[config.mk]
export PLATFORM = sky130hd
export DESIGN_NAME = tlb_lookup_arbiter_flat
export DESIGN_NICKNAME = d
export VERILOG_FILES = /design/src/rtl/tlb_lookup_arbiter_if.sv /design/src/rtl/tlb_lookup_arbiter.sv /design/src/flat_wrapper.sv
export SDC_FILE = /design/constraint.sdc
export NUM_CORES = 1
export LEC_CHECK = 0
export ABC_AREA = 1
export CELL_PAD_IN_SITES_DETAIL_PLACEMENT = 0
export CELL_PAD_IN_SITES_GLOBAL_PLACEMENT = 2
export CORE_MARGIN = 2
export CORE_UTILIZATION = 17
export DETAILED_ROUTE_END_ITERATION = 8
export PLACE_DENSITY = 0.85
export SKIP_LAST_GASP = 1
export SLEW_MARGIN = 10
export SYNTH_ARGS = -nofsm -noshare
export SYNTH_HDL_FRONTEND = slang
export SYNTH_SLANG_ARGS = --single-unit
[constraint.sdc]
create_clock -name clk -period 1.3 [get_ports clk]
set_clock_uncertainty 0.1 [all_clocks]
set_input_delay 0.13 -clock clk [delete_from_list [all_inputs] [get_ports clk]]
set_output_delay 0.13 -clock clk [all_outputs]
set_load 0.03 [all_outputs]
[src/rtl/tlb_lookup_arbiter_if.sv]
// Bus between the TLB lookup arbiter and its clients: the two miss-buffer
// requesters, the MEM-stage TLB instruction port, and the shared TLB search
// port. The arbiter connects through the slave modport; the environment uses
// the master modport.
interface tlb_lookup_arbiter_if #(
  parameter int VPN_W   = 19,
  parameter int ENTRY_W = 78
);
  // Requesters and MEM-stage instruction port
  logic               i_req;
  logic [VPN_W-1:0]   i_vpn2;
  logic               d_req;
  logic [VPN_W-1:0]   d_vpn2;
  logic               op_req;
  logic [1:0]         op_kind;
  logic               flush;
  // Shared TLB search/write port
  logic [VPN_W-1:0]   srch_vpn2;
  logic               srch_found;
  logic [ENTRY_W-1:0] srch_entry;
  logic [2:0]         srch_index;
  logic               tlbw_en;
  logic               tlbw_random;
  logic               tlbp_en;
  // Responses and status
  logic               i_resp_valid;
  logic               d_resp_valid;
  logic               resp_found;
  logic [ENTRY_W-1:0] resp_entry;
  logic               op_done;
  logic               busy;

  modport slave (
    input  i_req, i_vpn2, d_req, d_vpn2, op_req, op_kind, flush,
    input  srch_found, srch_entry, srch_index,
    output srch_vpn2, tlbw_en, tlbw_random, tlbp_en,
    output i_resp_valid, d_resp_valid, resp_found, resp_entry, op_done, busy
  );

  modport master (
    output i_req, i_vpn2, d_req, d_vpn2, op_req, op_kind, flush,
    output srch_found, srch_entry, srch_index,
    input  srch_vpn2, tlbw_en, tlbw_random, tlbp_en,
    input  i_resp_valid, d_resp_valid, resp_found, resp_entry, op_done, busy
  );
endinterface

[src/rtl/tlb_lookup_arbiter.sv]
// TLB lookup arbiter: shares one TLB search port between the I-side and
// D-side miss buffers and the MEM-stage TLB instructions (TLBP/TLBWI/TLBWR).
// Lookup: IDLE (grant) -> LOOKUP (search) -> RESP (one-cycle response pulse).
// Instruction: IDLE (grant) -> OP (one-cycle strobe) -> IDLE with op_done.
// Optional feature macro: TLBARB_RR_EN -- round-robin between simultaneous
// I/D requests; without it D has fixed priority over I.
// VPN_W/ENTRY_W must match the parameters of the connected interface.
module tlb_lookup_arbiter #(
  parameter int VPN_W   = 19,
  parameter int ENTRY_W = 78
) (
  input  logic                    clk,
  input  logic                    rst,
  tlb_lookup_arbiter_if.slave     bus
);

  typedef enum logic [1:0] {
    S_IDLE   = 2'd0,
    S_LOOKUP = 2'd1,
    S_RESP   = 2'd2,
    S_OP     = 2'd3
  } state_t;

  state_t             r_state;
  state_t             w_state_nxt;
  logic               r_id_d;      // 1 = D-side owns the in-flight lookup
  logic [VPN_W-1:0]   r_vpn2;
  logic [1:0]         r_op_kind;
  logic               r_found;
  logic [ENTRY_W-1:0] r_entry;
  logic               r_op_done;

  logic               w_grant_i;
  logic               w_grant_d;
  logic               w_op_go;
  logic               w_lk_go;

  logic [VPN_W-1:0]   w_srch_vpn2;
  logic               w_tlbw_en;
  logic               w_tlbw_random;
  logic               w_tlbp_en;
  logic               w_i_resp_valid;
  logic               w_d_resp_valid;

  // The hit index is not needed here: the entry itself is returned.
  logic               w_unused_idx;
  assign w_unused_idx = ^bus.srch_index;

  // An op_req still high while op_done is showing belongs to the instruction
  // that just completed; granting it again would execute the write twice.
  assign w_op_go = (r_state == S_IDLE) && bus.op_req && !r_op_done;
  assign w_lk_go = (r_state == S_IDLE) && !w_op_go && (bus.i_req || bus.d_req);

`ifdef TLBARB_RR_EN
  logic r_last_i;  // 1 = I-side got the most recent lookup grant

  assign w_grant_d = bus.d_req && (!bus.i_req ||  r_last_i);
  assign w_grant_i = bus.i_req && (!bus.d_req || !r_last_i);

  // Remember which side won the last lookup grant so a tie alternates.
  always_ff @(posedge clk) begin
    if (rst)          r_last_i <= 1'b1;
    else if (w_lk_go) r_last_i <= w_grant_i;
  end
`else
  assign w_grant_d = bus.d_req;
  assign w_grant_i = bus.i_req && !bus.d_req;
`endif

  // State register plus the lookup/instruction latches.
  always_ff @(posedge clk) begin
    if (rst) begin
      r_state   <= S_IDLE;
      r_id_d    <= 1'b0;
      r_vpn2    <= '0;
      r_op_kind <= 2'b00;
      r_found   <= 1'b0;
      r_entry   <= '0;
      r_op_done <= 1'b0;
    end else begin
      r_state   <= w_state_nxt;
      r_op_done <= (r_state == S_OP);
      if (w_op_go) r_op_kind <= bus.op_kind;
      if (w_lk_go) begin
        r_id_d <= w_grant_d;
        r_vpn2 <= w_grant_d ? bus.d_vpn2 : bus.i_vpn2;
      end
      // Flushed lookups never reach RESP, so their result is not kept.
      if (r_state == S_LOOKUP && !bus.flush) begin
        r_found <= bus.srch_found;
        r_entry <= bus.srch_entry;
      end
    end
  end

  // Next-state and per-state strobes.
  always_comb begin
    w_state_nxt    = r_state;
    w_srch_vpn2    = bus.d_vpn2;
    w_tlbw_en      = 1'b0;
    w_tlbw_random  = 1'b0;
    w_tlbp_en      = 1'b0;
    w_i_resp_valid = 1'b0;
    w_d_resp_valid = 1'b0;
    case (r_state)
      S_IDLE: begin
        if (w_op_go)      w_state_nxt = S_OP;
        else if (w_lk_go) w_state_nxt = S_LOOKUP;
      end
      S_LOOKUP: begin
        w_srch_vpn2 = r_vpn2;
        w_state_nxt = bus.flush ? S_IDLE : S_RESP;
      end
      S_RESP: begin
        w_i_resp_valid = !bus.flush && !r_id_d;
        w_d_resp_valid = !bus.flush &&  r_id_d;
        w_state_nxt    = S_IDLE;
      end
      S_OP: begin
        // 00 TLBP, 01 TLBWI, 10 TLBWR, 11 reserved (completes silently)
        w_tlbp_en     = (r_op_kind == 2'b00);
        w_tlbw_en     = (r_op_kind == 2'b01) || (r_op_kind == 2'b10);
        w_tlbw_random = (r_op_kind == 2'b10);
        w_state_nxt   = S_IDLE;
      end
      default: w_state_nxt = S_IDLE;
    endcase
  end

  assign bus.srch_vpn2    = w_srch_vpn2;
  assign bus.tlbw_en      = w_tlbw_en;
  assign bus.tlbw_random  = w_tlbw_random;
  assign bus.tlbp_en      = w_tlbp_en;
  assign bus.i_resp_valid = w_i_resp_valid;
  assign bus.d_resp_valid = w_d_resp_valid;
  assign bus.resp_found   = r_found;
  assign bus.resp_entry   = r_entry;
  assign bus.op_done      = r_op_done;
  assign bus.busy         = (r_state != S_IDLE);

endmodule

[src/flat_wrapper.sv]
// flat-port wrapper written by rule: the top's interface ports become plain ports
module tlb_lookup_arbiter_flat 
#(
  parameter int VPN_W   = 19,
  parameter int ENTRY_W = 78
)
  (clk, rst, bus_i_req, bus_i_vpn2, bus_d_req, bus_d_vpn2, bus_op_req, bus_op_kind, bus_flush, bus_srch_found, bus_srch_entry, bus_srch_index, bus_srch_vpn2, bus_tlbw_en, bus_tlbw_random, bus_tlbp_en, bus_i_resp_valid, bus_d_resp_valid, bus_resp_found, bus_resp_entry, bus_op_done, bus_busy);
  tlb_lookup_arbiter_if #(.VPN_W(VPN_W), .ENTRY_W(ENTRY_W)) bus_i ();
  input  logic clk;
  input  logic rst;
  input wire logic [$bits(bus_i.i_req)-1:0] bus_i_req;
  input wire logic [$bits(bus_i.i_vpn2)-1:0] bus_i_vpn2;
  input wire logic [$bits(bus_i.d_req)-1:0] bus_d_req;
  input wire logic [$bits(bus_i.d_vpn2)-1:0] bus_d_vpn2;
  input wire logic [$bits(bus_i.op_req)-1:0] bus_op_req;
  input wire logic [$bits(bus_i.op_kind)-1:0] bus_op_kind;
  input wire logic [$bits(bus_i.flush)-1:0] bus_flush;
  input wire logic [$bits(bus_i.srch_found)-1:0] bus_srch_found;
  input wire logic [$bits(bus_i.srch_entry)-1:0] bus_srch_entry;
  input wire logic [$bits(bus_i.srch_index)-1:0] bus_srch_index;
  output wire logic [$bits(bus_i.srch_vpn2)-1:0] bus_srch_vpn2;
  output wire logic [$bits(bus_i.tlbw_en)-1:0] bus_tlbw_en;
  output wire logic [$bits(bus_i.tlbw_random)-1:0] bus_tlbw_random;
  output wire logic [$bits(bus_i.tlbp_en)-1:0] bus_tlbp_en;
  output wire logic [$bits(bus_i.i_resp_valid)-1:0] bus_i_resp_valid;
  output wire logic [$bits(bus_i.d_resp_valid)-1:0] bus_d_resp_valid;
  output wire logic [$bits(bus_i.resp_found)-1:0] bus_resp_found;
  output wire logic [$bits(bus_i.resp_entry)-1:0] bus_resp_entry;
  output wire logic [$bits(bus_i.op_done)-1:0] bus_op_done;
  output wire logic [$bits(bus_i.busy)-1:0] bus_busy;
  assign bus_i.i_req = bus_i_req;
  assign bus_i.i_vpn2 = bus_i_vpn2;
  assign bus_i.d_req = bus_d_req;
  assign bus_i.d_vpn2 = bus_d_vpn2;
  assign bus_i.op_req = bus_op_req;
  assign bus_i.op_kind = bus_op_kind;
  assign bus_i.flush = bus_flush;
  assign bus_i.srch_found = bus_srch_found;
  assign bus_i.srch_entry = bus_srch_entry;
  assign bus_i.srch_index = bus_srch_index;
  assign bus_srch_vpn2 = bus_i.srch_vpn2;
  assign bus_tlbw_en = bus_i.tlbw_en;
  assign bus_tlbw_random = bus_i.tlbw_random;
  assign bus_tlbp_en = bus_i.tlbp_en;
  assign bus_i_resp_valid = bus_i.i_resp_valid;
  assign bus_d_resp_valid = bus_i.d_resp_valid;
  assign bus_resp_found = bus_i.resp_found;
  assign bus_resp_entry = bus_i.resp_entry;
  assign bus_op_done = bus_i.op_done;
  assign bus_busy = bus_i.busy;
  tlb_lookup_arbiter #(.VPN_W(VPN_W), .ENTRY_W(ENTRY_W)) u_core (.clk(clk), .rst(rst), .bus(bus_i));
endmodule
== Yosys cells after proc, flatten, opt, wreduce, memory -nomap -nowiden ==
Cells that the tools add are included.

* Equality and inequality tests: 6
* Mux-type cells: 11
* Reduce and logical (&&, ||, !) cells: 17

{| class="wikitable"
|+ Operators with widths
! kind !! count
|-
| $mux 19 || 2
|-
| $logic_and 1x1->1 || 7
|-
| $eq 2x2->1 const B || 3
|-
| $mux 2 || 3
|-
| $pmux 2 s3 || 1
|-
| $mux 1 || 5
|-
| $eq 2x1->1 const B || 2
|-
| $logic_not 1->1 || 4
|-
| $logic_not 2->1 || 2
|-
| $ne 3x1->1 const B || 1
|-
| $logic_or 1x1->1 || 2
|-
| $reduce_bool 2->1 || 1
|-
| $reduce_or 2->1 || 1
|}

* Register bits after elaboration: 104
* Input port bits: 128
* Output and inout bits: 105
* Logic and storage cells: 41

== Logic depth before layout (Yosys ltp) ==
* Depth after elaboration: 9
* Gate-level depth with buffers: 7
* Gate-level depth less buffers: 6

== Worst setup path before layout ==
Ideal clock, no wire load.

* Kind: register -> output
* Start: register u_core.r_state[1]
* End: output port bus_srch_vpn2[10]
* Data arrival time: 1.479 ns
* Slack: -0.409 ns
* Stages on the path, launching flop included: 6
* Path through: dfxtp_1 > inv_1 > nand2_1 > buf_2 > clkbuf_1 > o21ai_0

* Longest elaborated chain between the ends: 2

{| class="wikitable"
|+ RTL lines
! what !! line !! source
|-
| start: declaration || tlb_lookup_arbiter.sv:24 || <nowiki>state_t r_state;</nowiki>
|-
| start signal: assignment || tlb_lookup_arbiter.sv:81 || <nowiki>r_state <= w_state_nxt;</nowiki>
|-
| $eq 2x1->1 || tlb_lookup_arbiter.sv:105 || <nowiki>case (r_state)</nowiki>
|-
| $mux 19 || tlb_lookup_arbiter.sv:105 ||
|-
| end: declaration || flat_wrapper.sv:21 || <nowiki>output wire logic [$bits(bus_i.srch_vpn2)-1:0] bus_srch_vpn2;</nowiki>
|}

Every way passes these cells.

== Final worst setup path ==
Ends and elaborated chain as after synthesis.

==> results by group <==
Route
  – Routed met1 length: around 7.7 mm
  – DRT Pass-1 Iters: 4
  – DR top layer: met5
  – Routed len/inst: ~15 um
  – Met3 WL: ~1.6 mm
  – DRT iter0 DRCs: 179
  – ANT nets after route: 0
  – Vias: approximately 4.7k
  – Met2 Wirelength: 8.37 mm
  – # DRC: 0
  – DRT Wirelength: about 18 mm
  – Via density: 3.92

Logic synthesis
  – Synth cell types: 16
  – Ys Warns: 0
  – Mapped cell area: roughly 4200 um^2
  – Number of synthesized register bits: 104
  – Mapped Avg Cell Area: a little under 7 um^2
  – Synth Net Count: between 700 and 800
  – Cells after Synth: a little over 600
  – Seq/Total Area, Yosys: slightly below 50%

Die
  – Core area: 24,200 um^2
  – Die area: around 26,000 um^2
  – DIE HEIGHT: about 160 um
  – Starting density of the core: around 17%
  – FP Rows: between 50 and 60
  – Die Span X: 161 um
  – Num ports: approximately 230

Finish
  – Area grow syn2layout: 105%
  – Final net count: about 1.0k
  – Commonest non-fill, non-tap cell in the layout: nand2_1
  – ANT cells: 0
  – Commonest non-fill, non-tap cells in the layout: nand2_1 (253), clkdlybuf4s50_1 (123), dfxtp_1 (101), a21oi_1 (74), clkdlybuf4s15_2 (51)
  – # fillers: ~2.6k
  – Layout cell share with drive strength beyond 1: 27.5%

Critical path
  – Worst r2r path cells: 7
  – Req. time, crit path: between 1000 and 1500 ps
  – Worst-path maximum fanout: 12
  – Crit. End Element: output pin
  – CP Launch Type: flip-flop
  – Arrival time worst endpoint: 1350 ps
  – Setup CP Type: flip-flop to output pin

CTS
  – Clk_lat worst skew: about 350 ps
  – CTS Sinks: 104
  – CTS tree: yes
  – Clk buf depth: 2
  – CTS buffer count: 9
  – Post-CTS Hold Buffers: 0
  – Clk root buf: clkbuf_16
  – H-tree depth: 3
  – Clk slew on worst S/H paths: roughly 80 ps

STA
  – Worst-Margin Slew: ~330 ps
  – Max Fclk: 631 MHz
  – Hold Fails Final Rpt: 0
  – Fin crit share: 122%
  – Slew headroom: between 70% and 80%
  – Unrepaired setup endpoints after global routing: yes
  – Final worst slack: -284 ps
  – # setup viols final: approximately 130
  – Max-slew violations: 0
  – Min Tclk post-route: ~1600 ps

Global routing
  – Vias in the first global route: roughly 4.6k
  – GRT Util Overall: about an eighth
  – First-pass GRT wire length: 25.4 mm
  – Largest net degree at the start of global routing: 62
  – Antenna violations before repair: 1
  – Total gr overflow: 0

Pwr
  – Cell Pwr Density: ~1000 nW/um^2
  – Max IR drop VDD: 0.000664 V
  – Leakage: roughly 3.4 nW
  – Pwr Total: 8.93 mW

Placed design
  – PortBufs: roughly 230
  – Post-DP HPWL: 11.0 mm
  – GPL Wtd Cong: 0.688
  – Place WS: -297 ps

Status
  – Outcome: finished, violations left
  – Violations in the final reports: negative setup slack

Min path
  – Hold Crit Depth: 3
  – Min-delay worst type: primary input to flip-flop

Flow run
  – Max Cap Viol: 0
final cells by class:
class,instances,area (um^2),area share (%)
flip-flops and latches,104,2090,24.3
inverters,33,131,1.53
clock buffers,10,229,2.67
well taps,324,405,4.73
repair buffers,284,3540,41.3
multi-input cells,439,2130,24.8
clock inverters,6,57.6,0.671
cell usage after synthesis:
cell	n	area share, %
nand3_2	1	0.24
buf_2	14	1.7
inv_2	1	0.089
buf_6	2	0.54
ha_1	2	0.60
a21oi_1	81	9.7
nor2_1	50	4.5
clkbuf_1	18	1.6
nor3_1	1	0.12
nand3_1	2	0.24
nand2_1	280	25
inv_1	32	2.9
dfxtp_1	104	50
o21ai_0	22	2.6
buf_1	4	0.36
buf_4	1	0.18
logic make-up (layout without fill, tap and decap cells):
| family | after synthesis | after routing | synth area share [%] |
|---|---|---|---|
| and+or+nand+nor | 334 | 334 | 30.1 |
| DFF | 104 | 104 | 49.7 |
| AOI/OAI and AO/OA | 103 | 103 | 12.3 |
| buffers and inverters | 72 | 333 | 7.31 |
| adders and majority gates | 2 | 2 | 0.597 |
worst max-delay path, cell delays in order (launching register included):
cell and delay, ps:
dfxtp_2 340, inv_4 70, nand2_8 100, buf_16 190
o21ai_4 150, buf_12 140
where the power goes:
group	total [mW]	internal (mW)	switching (mW)
registers	3.47	3.37	0.101
clock network	2.74	1.35	1.38
logic	2.72	1.37	1.35
total	8.93	6.09	2.84
flip-flops by register name (all words and copies together), names as in the netlist:
signal,flops
u_core.r_op_kind,2
u_core.bus.resp_found,1
u_core.r_id_d,1
u_core.r_state,2
u_core.r_vpn2,19
u_core.bus.resp_entry,78
u_core.bus.op_done,1
timing repair:
item	in CTS	in global routing
gates resized for setup	196	67
buffers inserted	6	5
pin swaps	3	2
cloned	7	12
endpoints found under the setup margin	170	131
per-stage QoR:
step	instances	hold slack [ps]	utilization, %	TNS [ps]	instance area, um^2
final	1200	148	35.4	-21530	8580
after global routing	1200	183	35.4	-29990	8580
after CTS	1183	148	33.2	-21110	8060
after detailed placement	1154	356	30.2	-24110	7320
after global placement	1154	351	30.2	-22150	7320
after floorplan	615	165	-	-636	4330
metal layers:
layer / vias up / global-route usage [%]
met5: - / 0
met4: 2 / 3.73
met3: 17 / 5.62
met2: 168 / 20.6
met1: 2097 / 14.7
li1: 2419 / -
final timing paths:
kind / endpoint / slack (ps) / start
worst max-delay path: bus_srch_vpn2[10] / -280 / u_core.r_state[1]
worst min-delay path: u_core.bus.resp_entry[28] / 150 / rst
worst min register to register: u_core.bus.resp_entry[21] / 370 / u_core.bus.resp_entry[21]
worst max register to register: u_core.r_vpn2[14] / -220 / u_core.r_state[0]
No activity file was read; power rests on OpenSTA's default activity.
